[src/rtl/xadc_drp_sequencer.sv]
// Sole owner of the XADC DRP port: arbitrates one-shot host transactions against a
// periodic temperature/VCCINT/VCCAUX poll, with a DRDY timeout on every access.
module xadc_drp_sequencer #(
   parameter logic [23:0] pPOLL_PERIOD = 24'd1000000,
   parameter logic [7:0]  pTIMEOUT     = 8'd255,
   parameter logic [6:0]  pADDR_TEMP   = 7'h00,
   parameter logic [6:0]  pADDR_VCCINT = 7'h01,
   parameter logic [6:0]  pADDR_VCCAUX = 7'h02
) (
   input  logic        clk_usb,
   input  logic        reset_i,
   input  logic        host_req,
   input  logic        host_we,
   input  logic [6:0]  host_addr,
   input  logic [15:0] host_din,
   output logic        host_busy,
   output logic        host_done,
   output logic        host_timeout,
   output logic [15:0] host_dout,
   input  logic        poll_enable,
   input  logic        temp_max_clear,
   output logic [11:0] temp_raw,
   output logic [11:0] vccint_raw,
   output logic [11:0] vccaux_raw,
   output logic [11:0] temp_max,
   output logic        poll_valid,
   output logic        poll_err,
   output logic        drp_den,
   output logic        drp_dwe,
   output logic [6:0]  drp_addr,
   output logic [15:0] drp_di,
   input  logic [15:0] drp_do,
   input  logic        drp_drdy
);

   typedef enum logic [1:0] {IDLE, ISSUE, WAIT, NEXT} state_t;

   state_t      state, state_nxt;
   logic        host_pending, host_active, poll_pending;
   logic        req_we, cur_we;
   logic [6:0]  req_addr;
   logic [15:0] req_din;
   logic [23:0] poll_cnt;
   logic [7:0]  wait_cnt;
   logic [1:0]  poll_idx;
   logic        poll_wrap, wait_expired, start_host, start_poll, temp_capture;
   logic [11:0] code;

   function automatic logic [6:0] poll_addr(input logic [1:0] idx);
      case (idx)
         2'd0:    return pADDR_TEMP;
         2'd1:    return pADDR_VCCINT;
         default: return pADDR_VCCAUX;
      endcase
   endfunction

   assign poll_wrap    = poll_enable && (poll_cnt == pPOLL_PERIOD - 24'd1);
   assign wait_expired = (wait_cnt == pTIMEOUT - 8'd1);
   assign code         = drp_do[15:4];
   assign temp_capture = (state == WAIT) && drp_drdy && !host_active && (poll_idx == 2'd0);
   assign host_busy    = host_pending || host_active;
   assign drp_den      = (state == ISSUE);
   assign drp_dwe      = (state == ISSUE) && cur_we;

   always_ff @(posedge clk_usb) begin
      if (reset_i) state <= IDLE;
      else         state <= state_nxt;
   end

   // Host wins a tie with a pending poll; a running poll sequence is never interrupted.
   always_comb begin
      state_nxt  = state;
      start_host = 1'b0;
      start_poll = 1'b0;
      case (state)
         IDLE: begin
            if (host_pending) begin
               state_nxt  = ISSUE;
               start_host = 1'b1;
            end else if (poll_pending) begin
               state_nxt  = ISSUE;
               start_poll = 1'b1;
            end
         end
         ISSUE: state_nxt = WAIT;
         WAIT: begin
            if (drp_drdy)          state_nxt = host_active ? IDLE : NEXT;
            else if (wait_expired) state_nxt = IDLE;
         end
         NEXT:    state_nxt = (poll_idx == 2'd2) ? IDLE : ISSUE;
         default: state_nxt = IDLE;
      endcase
   end

   always_ff @(posedge clk_usb) begin
      if (reset_i) begin
         host_pending <= 1'b0;
         host_active  <= 1'b0;
         poll_pending <= 1'b0;
         req_we       <= 1'b0;
         req_addr     <= '0;
         req_din      <= '0;
         cur_we       <= 1'b0;
         poll_cnt     <= '0;
         wait_cnt     <= '0;
         poll_idx     <= '0;
         host_done    <= 1'b0;
         host_timeout <= 1'b0;
         host_dout    <= '0;
         temp_raw     <= '0;
         vccint_raw   <= '0;
         vccaux_raw   <= '0;
         temp_max     <= '0;
         poll_valid   <= 1'b0;
         poll_err     <= 1'b0;
         drp_addr     <= '0;
         drp_di       <= '0;
      end else begin
         host_done    <= 1'b0;
         host_timeout <= 1'b0;

         if (!poll_enable || poll_wrap) poll_cnt <= '0;
         else                           poll_cnt <= poll_cnt + 24'd1;

         // The pending flag is consumed at launch so wraps during a sequence queue one more.
         if (poll_wrap)       poll_pending <= 1'b1;
         else if (start_poll) poll_pending <= 1'b0;

         if (host_req && !host_busy) begin
            host_pending <= 1'b1;
            req_we       <= host_we;
            req_addr     <= host_addr;
            req_din      <= host_din;
         end

         if (start_host) begin
            host_pending <= 1'b0;
            host_active  <= 1'b1;
            cur_we       <= req_we;
            drp_addr     <= req_addr;
            drp_di       <= req_din;
         end else if (start_poll) begin
            poll_idx <= 2'd0;
            cur_we   <= 1'b0;
            drp_addr <= pADDR_TEMP;
            drp_di   <= '0;
         end else if (state == NEXT && poll_idx != 2'd2) begin
            poll_idx <= poll_idx + 2'd1;
            drp_addr <= poll_addr(poll_idx + 2'd1);
         end

         if (state == NEXT && poll_idx == 2'd2) poll_valid <= 1'b1;

         if (state == ISSUE)     wait_cnt <= '0;
         else if (state == WAIT) wait_cnt <= wait_cnt + 8'd1;

         if (state == WAIT) begin
            if (drp_drdy) begin
               if (host_active) begin
                  host_done   <= 1'b1;
                  host_active <= 1'b0;
                  if (!cur_we) host_dout <= drp_do;
               end else begin
                  case (poll_idx)
                     2'd0:    temp_raw   <= code;
                     2'd1:    vccint_raw <= code;
                     default: vccaux_raw <= code;
                  endcase
               end
            end else if (wait_expired) begin
               if (host_active) begin
                  host_timeout <= 1'b1;
                  host_active  <= 1'b0;
               end else begin
                  poll_err <= 1'b1;
               end
            end
         end

         if (temp_capture) begin
            if (temp_max_clear || code > temp_max) temp_max <= code;
         end else if (temp_max_clear) begin
            temp_max <= '0;
         end
      end
   end

endmodule

[config.mk]
export PLATFORM = sky130hd
export DESIGN_NAME = xadc_drp_sequencer
export DESIGN_NICKNAME = d
export VERILOG_FILES = /design/src/rtl/xadc_drp_sequencer.sv
export SDC_FILE = /design/constraint.sdc
export NUM_CORES = 1
export LEC_CHECK = 0
export CELL_PAD_IN_SITES_DETAIL_PLACEMENT = 0
export CELL_PAD_IN_SITES_GLOBAL_PLACEMENT = 1
export CORE_ASPECT_RATIO = 1.4
export CORE_MARGIN = 3
export CORE_UTILIZATION = 35
export DETAILED_ROUTE_END_ITERATION = 7
export PLACE_DENSITY_LB_ADDON = 0.1
export SLEW_MARGIN = 30
export SYNTH_ARGS = -nofsm -noshare
export SYNTH_HDL_FRONTEND = slang
export SYNTH_SLANG_ARGS = --single-unit
[constraint.sdc]
create_clock -name clk_usb -period 4.7 [get_ports clk_usb]
set_input_delay 0.94 -clock clk_usb [delete_from_list [all_inputs] [get_ports clk_usb]]
set_output_delay 0.94 -clock clk_usb [all_outputs]
set_load 0.005 [all_outputs]
# After elaboration in Yosys (flattened, before gate mapping)
# Index checks and enable logic that the tools add are counted.
# Widths: inputs -> output; s select.
dict set report classes {
  muxes 32
  n_bitwise 7
  n_lt_le_gt_ge 1
  n_eq_ne 12
  n_addsub 3
  n_reduce_logical 36
}
# cell n
set ops {}
lappend ops {{$mux 12} 3}
lappend ops {{$mux 16} 2}
lappend ops {{$add 24x1->24 const B} 1}
lappend ops {{$eq 24x20->1 const B} 1}
lappend ops {{$mux 7} 3}
lappend ops {{$reduce_and 4->1} 5}
lappend ops {{$mux 1} 15}
lappend ops {{$mux 2} 7}
lappend ops {{$gt 12x12->1} 1}
lappend ops {{$add 8x1->8 const B} 1}
lappend ops {{$eq 8x8->1 const B} 1}
lappend ops {{$logic_and 1x1->1} 8}
lappend ops {{$pmux 2 s4} 1}
lappend ops {{$reduce_bool 2->1} 4}
lappend ops {{$reduce_or 2->1} 4}
lappend ops {{$not 1->1} 7}
lappend ops {{$eq 2x1->1 const B} 3}
lappend ops {{$eq 2x2->1 const B} 3}
lappend ops {{$logic_not 2->1} 3}
lappend ops {{$ne 3x3->1 const B} 2}
lappend ops {{$reduce_and 2->1} 3}
lappend ops {{$pmux 2 s2} 1}
lappend ops {{$reduce_or 4->1} 1}
lappend ops {{$logic_not 1->1} 3}
lappend ops {{6 further kinds} 8}
dict set report word_totals {
  regBits 155
  in_bits 46
}

# Logic depth before layout (Yosys ltp)
dict set report logic_depth {
  ltp_word 7
  ltp_mapped 9
  mapped_depth_nobuf 8
}

# Worst setup path after synthesis
# OpenSTA, ideal clock, no wires.
dict set report synth_path {
  path_kind {input -> register}
  from {input port drp_do[14]}
  to {register temp_max[10]}
  path_slack_ps 2199
  stages 7
  setup_ps 117
  arrival_ps 2385
  cell_sequence {ha_1 -> a21o_1 -> a211o_1 -> nor3_4 -> nor4_4 -> buf_6 -> a22o_1}
}
dict set report synth_between {
  elab_chain_len 4
}
# item line
set synth_lines {}
lappend synth_lines {{from (decl)} 32} ;# input logic [15:0] drp_do,
lappend synth_lines {{$gt 12x12->1} 181} ;# if (temp_max_clear || code > temp_max) temp_max <= code;
lappend synth_lines {{$logic_or 1x1->1} 181}
lappend synth_lines {{$ne 2x1->1 (no source line)} n/a}
lappend synth_lines {{$reduce_and 2->1 (no source line)} n/a}
lappend synth_lines {{to (signal assigned)} 181}
lappend synth_lines {{to (decl)} 25} ;# output logic [11:0] temp_max,
# Several ways; a longest one is shown, not always the timed one. The select of a mux whose other input is x is not followed.
# A chain may end at the register's enable or synchronous reset.

# Worst setup path after layout
dict set report layout_path {
  from {input port drp_do[11]}
  to {register temp_max[9]}
}
dict set report layout_between {
  elab_chain_len 4
}
# item line
set layout_lines {}
lappend layout_lines {{$gt 12x12->1} 181}
lappend layout_lines {{$logic_or 1x1->1} 181}
lappend layout_lines {{$ne 2x1->1 (no source line)} n/a}
lappend layout_lines {{$reduce_and 2->1 (no source line)} n/a}
# Every way passes these cells.

==> impl_metrics.env <==
export IMPL_fin_setup_tns_ns=0
export IMPL_yosysSeqAreaShare_pct=50.2
export IMPL_vdd_ir_drop_max_v=0.000202
export IMPL_m1WireLength_um=6990
export IMPL_root_buffer="clkbuf_16"
export IMPL_gp_congestion=0.866
export IMPL_post_cts_buffers=0
export IMPL_rsz0062_at_grt="no"
export IMPL_antenna_cells=0
export IMPL_num_vias=5320
export IMPL_start_util_pct=36.3
export IMPL_clk_latency_ns=0.43
export IMPL_finalCritPeriodShare_pct=63.2
export IMPL_fillers=1667
export IMPL_routed_wl_um=18100
export IMPL_syn_nets=775
export IMPL_synthXorXnorAreaFrac_pct=3.82
export IMPL_grt_pass1_vias=5219
export IMPL_route_met2_wl_um=9660
export IMPL_max_slew_margin_pct=35.4
export IMPL_ant_nets=0
export IMPL_syn_cell_area_um2=6190
export IMPL_rows=56
export IMPL_grt_max_degree=59
export IMPL_worst_slew_pin_slew_ns=0.969
export IMPL_synthAdderAreaFrac_pct=3.84
export IMPL_crit_path_start_kind="primary input"
export IMPL_ys_warn_count=0
export IMPL_total_power_mw=3.01
export IMPL_die_h_um=163
export IMPL_highest_layer="met4"
export IMPL_syn_avg_cell_area_um2=8.71
export IMPL_powerDensity_nw_per_um2=360
export IMPL_die_w_um=118
export IMPL_htreeDepth=4
export IMPL_ys_async_sr_fraction_pct=0
export IMPL_synth_mux_area_share_pct=1.96
export IMPL_cap_violations=0
export IMPL_nets=898
export IMPL_synth_simple_area_share_pct=22.5
export IMPL_cp_required_ns=5.07
export IMPL_grt_usage_pct=18.8
export IMPL_die_area_um2=19300
export IMPL_io_buffer_count=139
export IMPL_clock_skew_ns=0.00815
export IMPL_drt_iter0_markers=328
export IMPL_ctsResizeCount=0
export IMPL_p_leak_nw=3.00
export IMPL_clkTransAtPathRegs_ns=0.06
export IMPL_drc=0
export IMPL_synth_compound_area_share_pct=13.4
export IMPL_antenna_found_initial=0
export IMPL_hold_violations=0
export IMPL_synth_distinct_cells=52
export IMPL_cp_arrival_ns=3.33
export IMPL_hold_class="reg2reg"
export IMPL_drtPass1Iterations=4
export IMPL_clock_fmax_mhz=337
export IMPL_crit_fanout=12
export IMPL_wl_per_cell_um=16.8
export IMPL_io_pins=140
export IMPL_ctsHoldBuffers=0
export IMPL_wl_met3_um=793
export IMPL_status="completed"
export IMPL_synth_top_family_by_area="simple AND/OR/NAND/NOR gates"
export IMPL_grt_overflow=0
export IMPL_numCtsBuffers=17
export IMPL_synth_edf_count=0
export IMPL_dp_hpwl_um=13000
export IMPL_final_cell_mix="dfxtp_1 (155), clkdlybuf4s50_1 (138), nand2_1 (136)"
export IMPL_synth_ff_type="dfxtp_1"
export IMPL_slew_viol_final=0
export IMPL_vias_per_cell=4.94
export IMPL_setup_viol=0
export IMPL_end_kind="flop"
export IMPL_final_common_cell="dfxtp_1"
export IMPL_core_area_um2=17000
export IMPL_grt_pass1_wl_um=28000
export IMPL_cts_sinks=155
export IMPL_cts_tree="done"
export IMPL_critical_path_class="in2reg"
export IMPL_synthCells=710
export IMPL_cts_path_max_buffers=2
export IMPL_layout_drive_gt1_share_pct=6.74
export IMPL_fin_crit_ns=2.97
export IMPL_ys_ff_latch=155
export IMPL_syn_to_final_growth_pct=34.9
==> critical path, stage by stage <==
cell             delay [ns]
clkdlybuf4s50_1        0.54
ha_1                   0.38
and4_1                 0.19
nand3_1                0.10
a21oi_1                0.23
nor3_4                 0.09
nor4_4                 0.61
a22o_1                 0.26
==> flip-flops by register name, summed over array words and instances (netlist names), 2 cells and up <==
signal      count
drp_addr        7
drp_di         16
host_dout      16
poll_cnt       24
poll_idx        2
req_addr        7
req_din        16
state           2
temp_max       12
temp_raw       12
vccaux_raw     12
vccint_raw     12
wait_cnt        8
==> final timing paths <==
kind | from | endpoint | slack, ns | cells after the start
worst min register to register | host_dout[1]$_SDFFE_PP0P_ | host_dout[1]$_SDFFE_PP0P_ | 0.46 | 2
worst max-delay path | drp_do[11] | temp_max[9]$_SDFFE_PP0P_ | 1.73 | 8
worst min-delay path | host_dout[1]$_SDFFE_PP0P_ | host_dout[1]$_SDFFE_PP0P_ | 0.46 | 2
worst max register to register | state[1]$_SDFFE_PP0P_ | temp_max[9]$_SDFFE_PP0P_ | 2.30 | 5
==> cell usage after synthesis, drive strengths merged, types with 2 or more instances <==
master	count	area, um2
dfxtp	155	3100
nand2	137	514
nor2	85	343
a21oi	79	395
nand3	28	140
a22oi	25	188
clkbuf	25	93.8
inv	24	90.1
ha	19	238
xor2	17	149
buf	13	85.1
a22o	11	96.3
mux2i	11	110
nand4	10	77.6
xnor2	10	87.6
nor3	7	56.3
o21ai	7	38.8
nor4	6	67.6
nor2b	5	31.3
and2	4	27.5
and3	4	30.0
and4	3	26.3
o21a	3	22.5
or2	3	21.3
or3	3	18.8
a211oi	2	15.0
nand2b	2	20.0
==> power breakdown <==
| group | leakage (nW) | total [mW] | switching [mW] | internal, mW |
|---|---|---|---|---|
| Sequential | 1.25 | 1.36 | 0.0207 | 1.34 |
| Combinational | 1.45 | 0.205 | 0.116 | 0.0885 |
| Clock | 0.293 | 1.44 | 0.577 | 0.862 |
| Total | 3.00 | 3.01 | 0.714 | 2.29 |
==> layout make-up <==
cell class | instances | area, um2 | area share, %
clock buffers | 18 | 439 | 5.26
clock inverters | 14 | 186 | 2.23
inverters | 24 | 90.1 | 1.08
multi-input cells | 493 | 2820 | 33.8
flip-flops and latches | 155 | 3100 | 37.2
well taps | 232 | 290 | 3.48
repair buffers | 142 | 1420 | 17.0
==> metal layers <==
layer  vias up  GRT usage (%)
li1       2639              -
met1      2506           19.6
met2       145           34.7
met3        30           4.57
met4         0           9.96
met5         -              0
==> kinds of logic after synthesis <==
logic type | count (synthesis)
xor+xnor | 27
flops | 155
compound gates | 136
buf+inv | 62
fa+ha+maj | 19
simple gates | 299
mux | 12
==> metrics by stage <==
step / area (um2) / setup WS, ns / cells / hold WS [ns] / util [%]
4_1_cts: 8330 / 1.69 / 1077 / 0.455 / 48.9
3_5_place_dp: 7700 / 1.33 / 1045 / 0.446 / 45.2
2_1_floorplan: 6190 / 2.20 / 710 / 0.432 / -
5_1_grt: 8350 / 1.53 / 1078 / 0.473 / 49.0
6_report: 8350 / 1.73 / 1078 / 0.455 / 49.0
3_3_place_gp: 7700 / 1.32 / 1045 / 0.443 / 45.2
No activity file was read; power rests on OpenSTA's default activity.
==> RTL change 1, RTL diff (same flow settings) <==
Make the reset (`reset_i`) asynchronous in 2 clocked blocks.
--- a/src/rtl/xadc_drp_sequencer.sv
+++ b/src/rtl/xadc_drp_sequencer.sv
@@ -64,3 +64,3 @@
 
-   always_ff @(posedge clk_usb) begin
+   always_ff @(posedge clk_usb or posedge reset_i) begin
       if (reset_i) state <= IDLE;
@@ -94,3 +94,3 @@
 
-   always_ff @(posedge clk_usb) begin
+   always_ff @(posedge clk_usb or posedge reset_i) begin
       if (reset_i) begin
Formal check against the unedited RTL: differs if reset_i is asserted again (counterexample within 4 cycles, from zero or initial values and one cycle with reset_i high); with reset_i held inactive, the same outputs for 10 cycles.
==> RTL change 1 against the unedited design <==
- cell area up 7.2%
- sequential cell count unchanged
- register-to-register slack better by 0.04 ns
- synthesized cell count down 24%
- area after synthesis up 7.7%
- critical path type unchanged
- wire length down 15%
- global-route usage down 3.1 points
- largest cell class unchanged
- utilization down 0.91 points
- die area up 7.3%
- setup slack worse by 0.065 ns
Power is not compared: it rests on default switching activity, and its combinational part moved more than twofold at a synthesized area within 25%.
==> RTL change 1: results (changes against the unedited design) <==
[cells_and_area]
seq-cell-share=0.433  ; +0.0616
fill_cells=1749  ; +4.9%
multi_input_area_sq_mm=0.00256  ; -9.0%
num-multi-input-gates=330  ; -33%
layout-drive-gt1-share=0.163  ; +0.0954
inverters_excl_clock=34  ; +42%
buffer_area_frac=0.161  ; -0.00938
nClkBuffers=20  ; +2
finalNetCount=751  ; -16%
n_all_buffers=143  ; +0.70%
clock_area_frac=0.0707  ; -0.00422
diodes=0  ; unchanged

[clocking]
ctsRootBufferMaster=clkbuf_16
cts_resized=0  ; unchanged
clk_path_buf_depth=2  ; unchanged

[placed_design]
port_buffers=139  ; unchanged
gp_congestion=0.729  ; -16%
post-dp-hpwl_microns=10800  ; -17%

[yosys]
synth-async-reset-ratio=1.00  ; +1.00
yosysSeqAreaShare=0.582  ; +0.0808
synth_common_cells=dfrtp_1 (155), mux2_2 (65), nor2_1 (35)
synth_seq_cells=155  ; unchanged
synth.area.top_cells=dfrtp_1 (58%), mux2_2 (11%), ha_1 (4.5%)
yosys.cell_types.count=45  ; -13%
synth_flop_cell=dfrtp_1
synthesis.nets=609  ; -21%

[route]
drtIter0Drc=227  ; -31%
routed_wl_microns=15400  ; -15%
first_pass_iters=4  ; unchanged
dr_total_vias=4552  ; -14%

[grt]
grt_pass1_vias=4872  ; -6.6%
grt_util_met3=0.0407  ; -0.00504
grt_usage=0.157  ; -0.0307
grt_first_pass_wirelength_microns=25400  ; -9.3%
grt_max_degree=156  ; +160%
grt_use_met2=0.275  ; -0.0724
met1_usage=0.185  ; -0.0111

[pwr]
seq_power_mw=2.08
peakVddDrop_v=0.000262
p_leak_nw=3.99

[run_status]
status=finished, final reports clean

[timing]
maxSlewHeadroom=0.428  ; +0.0747
final.setup_skew_ns=0.00892  ; +0.000773 ns

[worst_setup_path]
cp.arrival_ns=3.37  ; +0.04 ns

-- RTL change 1: critical path, stage by stage --
cell and delay (ns):
clkdlybuf4s50_1 0.58, ha_1 0.29, nor2b_4 0.13, o211ai_2 0.14, a211oi_1 0.09, or3_4 0.40
a31oi_4 0.55, mux2i_1 0.25
-- RTL change 1: metal layers --
layer,share of wire,vias up
li1,-,2151
met1,0.41,2269
met2,0.52,114
met3,0.052,18
met4,0.021,0
met5,0,-
-- RTL change 1: worst paths after layout --
| kind | end | slack, ns | depth (start not counted) | from |
|---|---|---|---|---|
| worst max register to register | temp_max[6] | 2.34 | 8 | temp_max[1] |
| worst min-delay path | poll_valid | 0.46 | 1 | poll_valid |
| max in group asynchronous | drp_addr[4] | 2.96 | 3 | reset_i |
| worst min register to register | poll_valid | 0.46 | 1 | poll_valid |
| min in group asynchronous | host_dout[9] | 1.09 | 3 | reset_i |
| worst max-delay path | temp_max[6] | 1.67 | 8 | drp_do[5] |
-- RTL change 1: cell families (layout without fill, tap and decap cells) --
| logic type | after synthesis | count (layout) | synth area share |
|---|---|---|---|
| flip-flops | 155 | 155 | 0.582 |
| AND/OR/NAND/NOR | 130 | 130 | 0.0977 |
| multiplexers | 78 | 78 | 0.129 |
| AO/OA/AOI/OAI | 74 | 74 | 0.0791 |
| buffers and inverters | 54 | 209 | 0.0349 |
| adder cells (fa/ha/maj) | 24 | 24 | 0.0451 |
| XOR/XNOR | 24 | 24 | 0.0316 |
-- RTL change 1: metrics by stage --
stage	utilization	cells	total power [mW]	setup slack (ns)	area (sq um)
after floorplan	-	539	2.87	1.80	6670
after global placement	0.446	905	3.79	1.29	8300
after detailed placement	0.447	906	3.84	1.24	8320
after CTS	0.481	938	5.34	1.64	8950
after global routing	0.481	938	5.59	1.55	8950
final	0.481	938	5.24	1.67	8950
==> RTL change 2, RTL diff (same settings) <==
Made on the original files. `pTIMEOUT`: 8'd255 -> 8'd128.
--- a/src/rtl/xadc_drp_sequencer.sv
+++ b/src/rtl/xadc_drp_sequencer.sv
@@ -4,3 +4,3 @@
    parameter logic [23:0] pPOLL_PERIOD = 24'd1000000,
-   parameter logic [7:0]  pTIMEOUT     = 8'd255,
+   parameter logic [7:0]  pTIMEOUT     = 8'd128,
    parameter logic [6:0]  pADDR_TEMP   = 7'h00,
Formal check against the unedited RTL: same outputs for any inputs over 10 cycles, from zero or initial values and one cycle with reset_i high; that may be too few to reach the edited logic, so the function may still have changed.
==> RTL change 2 against the unedited design <==
- power shrank 3.6%
- non-clock buffer count up 1
- setup slack got worse by 0.034 ns
- area after synthesis shrank 1.2%
- sequential cell count is the same
- critical endpoint is now temp_max[6]
- count of clock-buffer cells in the layout increased by 1
- clock skew shrank 0.0013 ns
- fmax is 1.1% lower
- cell area is 1.5% lower
- largest power group is now registers
- register-to-register slack improved by 0.04 ns
- wire length down 3.4%
==> RTL change 2: results (changes against the unedited design) <==
[yosys]
synth_common_cells=dfxtp_1 (155), nand2_1 (137), a21oi_1 (80), nor2_1 (80), nand3_1 (28)
yosys.cell_types.count=51  ; -1.9%
synth_compound_area_frac=0.133  ; -0.00104
syn_area_per_cell_sq_um=8.67  ; -0.49%
yosysSeqAreaShare=0.508  ; +0.00606
synth.area.top_cells=dfxtp_1 (51%), nand2_1 (8.4%), a21oi_1 (6.5%)
synthesis.nets=769  ; -0.77%
synthMuxAreaShare=0.0196  ; +0.0000322
synth-adder-area-share=0.0368  ; -0.00158
synth_xor_xnor_area_share=0.0358  ; -0.00240

[grt]
grt_pass1_vias=5156  ; -1.2%
grt_usage=0.185  ; -0.00256
grt_max_degree=93  ; +58%
grt_first_pass_wirelength_microns=27800  ; -0.77%

[cells_and_area]
finalNetCount=892  ; -0.67%
design_area_sq_mm=0.00822  ; -1.5%
layout-drive-gt1-share=0.0583  ; -0.00911
fill_cells=1666  ; -0.060%
largest_reg_flops=24  ; unchanged

[worst_setup_path]
cp_top_family=compound AO/OA/AOI/OAI gates
cp_slowest_cell=a21boi_1
slowest_delay_ns=0.73  ; +0.12 ns
cp.arrival_ns=3.37  ; +0.04 ns
cp_max_fo=11  ; -1

[placed_design]
port_buffers=139  ; unchanged
placed_cells=1040  ; -0.48%
gp_congestion=0.800  ; -7.6%
post-dp-hpwl_microns=12400  ; -4.6%
post_dp_cell_area_sq_mm=0.00762  ; -1.0%

[pwr]
p_leak_nw=2.93  ; -2.3%
p_sw_mw=0.712  ; -0.25%
peakVddDrop_v=0.000178  ; -12%

[route]
dr_total_vias=5266  ; -1.0%
wl_per_cell_microns=16.3  ; -3.0%
first_pass_iters=5  ; +1
drtIter0Drc=356  ; +8.5%
vias_per_cell=4.91  ; -0.55%

[clocking]
clkTransAtPathRegs_ns=0.07
cts_resized=0  ; unchanged

[timing]
maxSlewHeadroom=0.379  ; +0.0250
final.setup_skew_ns=0.00689  ; -0.00126 ns

[run_status]
status=finished, final reports clean

## RTL change 2: area by class of cell
type | instances | share of cell area
Timing Repair Buffer | 143 | 0.174
Tap cell | 232 | 0.0353
Multi-Input combinational cell | 491 | 0.334
Sequential cell | 155 | 0.377
Inverter | 20 | 0.00913
Clock inverter | 13 | 0.0161
Clock buffer | 19 | 0.0539
## RTL change 2: power by group through the flow
| stage | logic (mW) | registers, mW | clock network (mW) |
|---|---|---|---|
| 2_1_floorplan | 0.111 | 1.38 | 0 |
| 3_3_place_gp | 0.197 | 1.39 | 0 |
| 3_5_place_dp | 0.201 | 1.39 | 0 |
| 4_1_cts | 0.202 | 1.36 | 1.37 |
| 5_1_grt | 0.225 | 1.36 | 1.42 |
| 6_report | 0.201 | 1.36 | 1.34 |
## RTL change 2: logic make-up (layout without fill, tap and decap cells)
group / count (synthesis) / in the layout
simple gates: 301 / 301
flops: 155 / 155
compound gates: 135 / 135
buf+inv: 59 / 195
xor+xnor: 25 / 25
fa+ha+maj: 18 / 18
mux: 12 / 12
## RTL change 2: worst min-delay path, cell delays in order, from the launching register on
cell     delay (ns)
dfxtp_1        0.31
nand2_1        0.05
a21oi_1        0.05
## RTL change 2: per-layer routing
metal,vias to the layer above,GRT usage,wire length (microns)
met2,131,0.340,9270
met5,-,0,0
met1,2487,0.203,6980
li1,2628,-,-
met4,0,0.0848,473
met3,20,0.0410,774
## RTL change 2: worst paths after layout
| check | start | to | slack, ns | cells past startpoint |
|---|---|---|---|---|
| setup / recovery | drp_do[14] | temp_max[6] | 1.70 | 8 |
| hold / removal | req_addr[0] | drp_addr[0] | 0.45 | 2 |
| setup reg to reg | temp_max[1] | temp_max[6] | 2.34 | 8 |
| hold reg to reg | req_addr[0] | drp_addr[0] | 0.45 | 2 |
## RTL change 2: metrics by stage
step           setup WS (ns)  total power, mW
2_1_floorplan           2.31             1.49
3_3_place_gp            1.36             1.58
3_5_place_dp            1.27             1.59
4_1_cts                 1.72             2.93
5_1_grt                 1.56             3.01
6_report                1.70             2.90
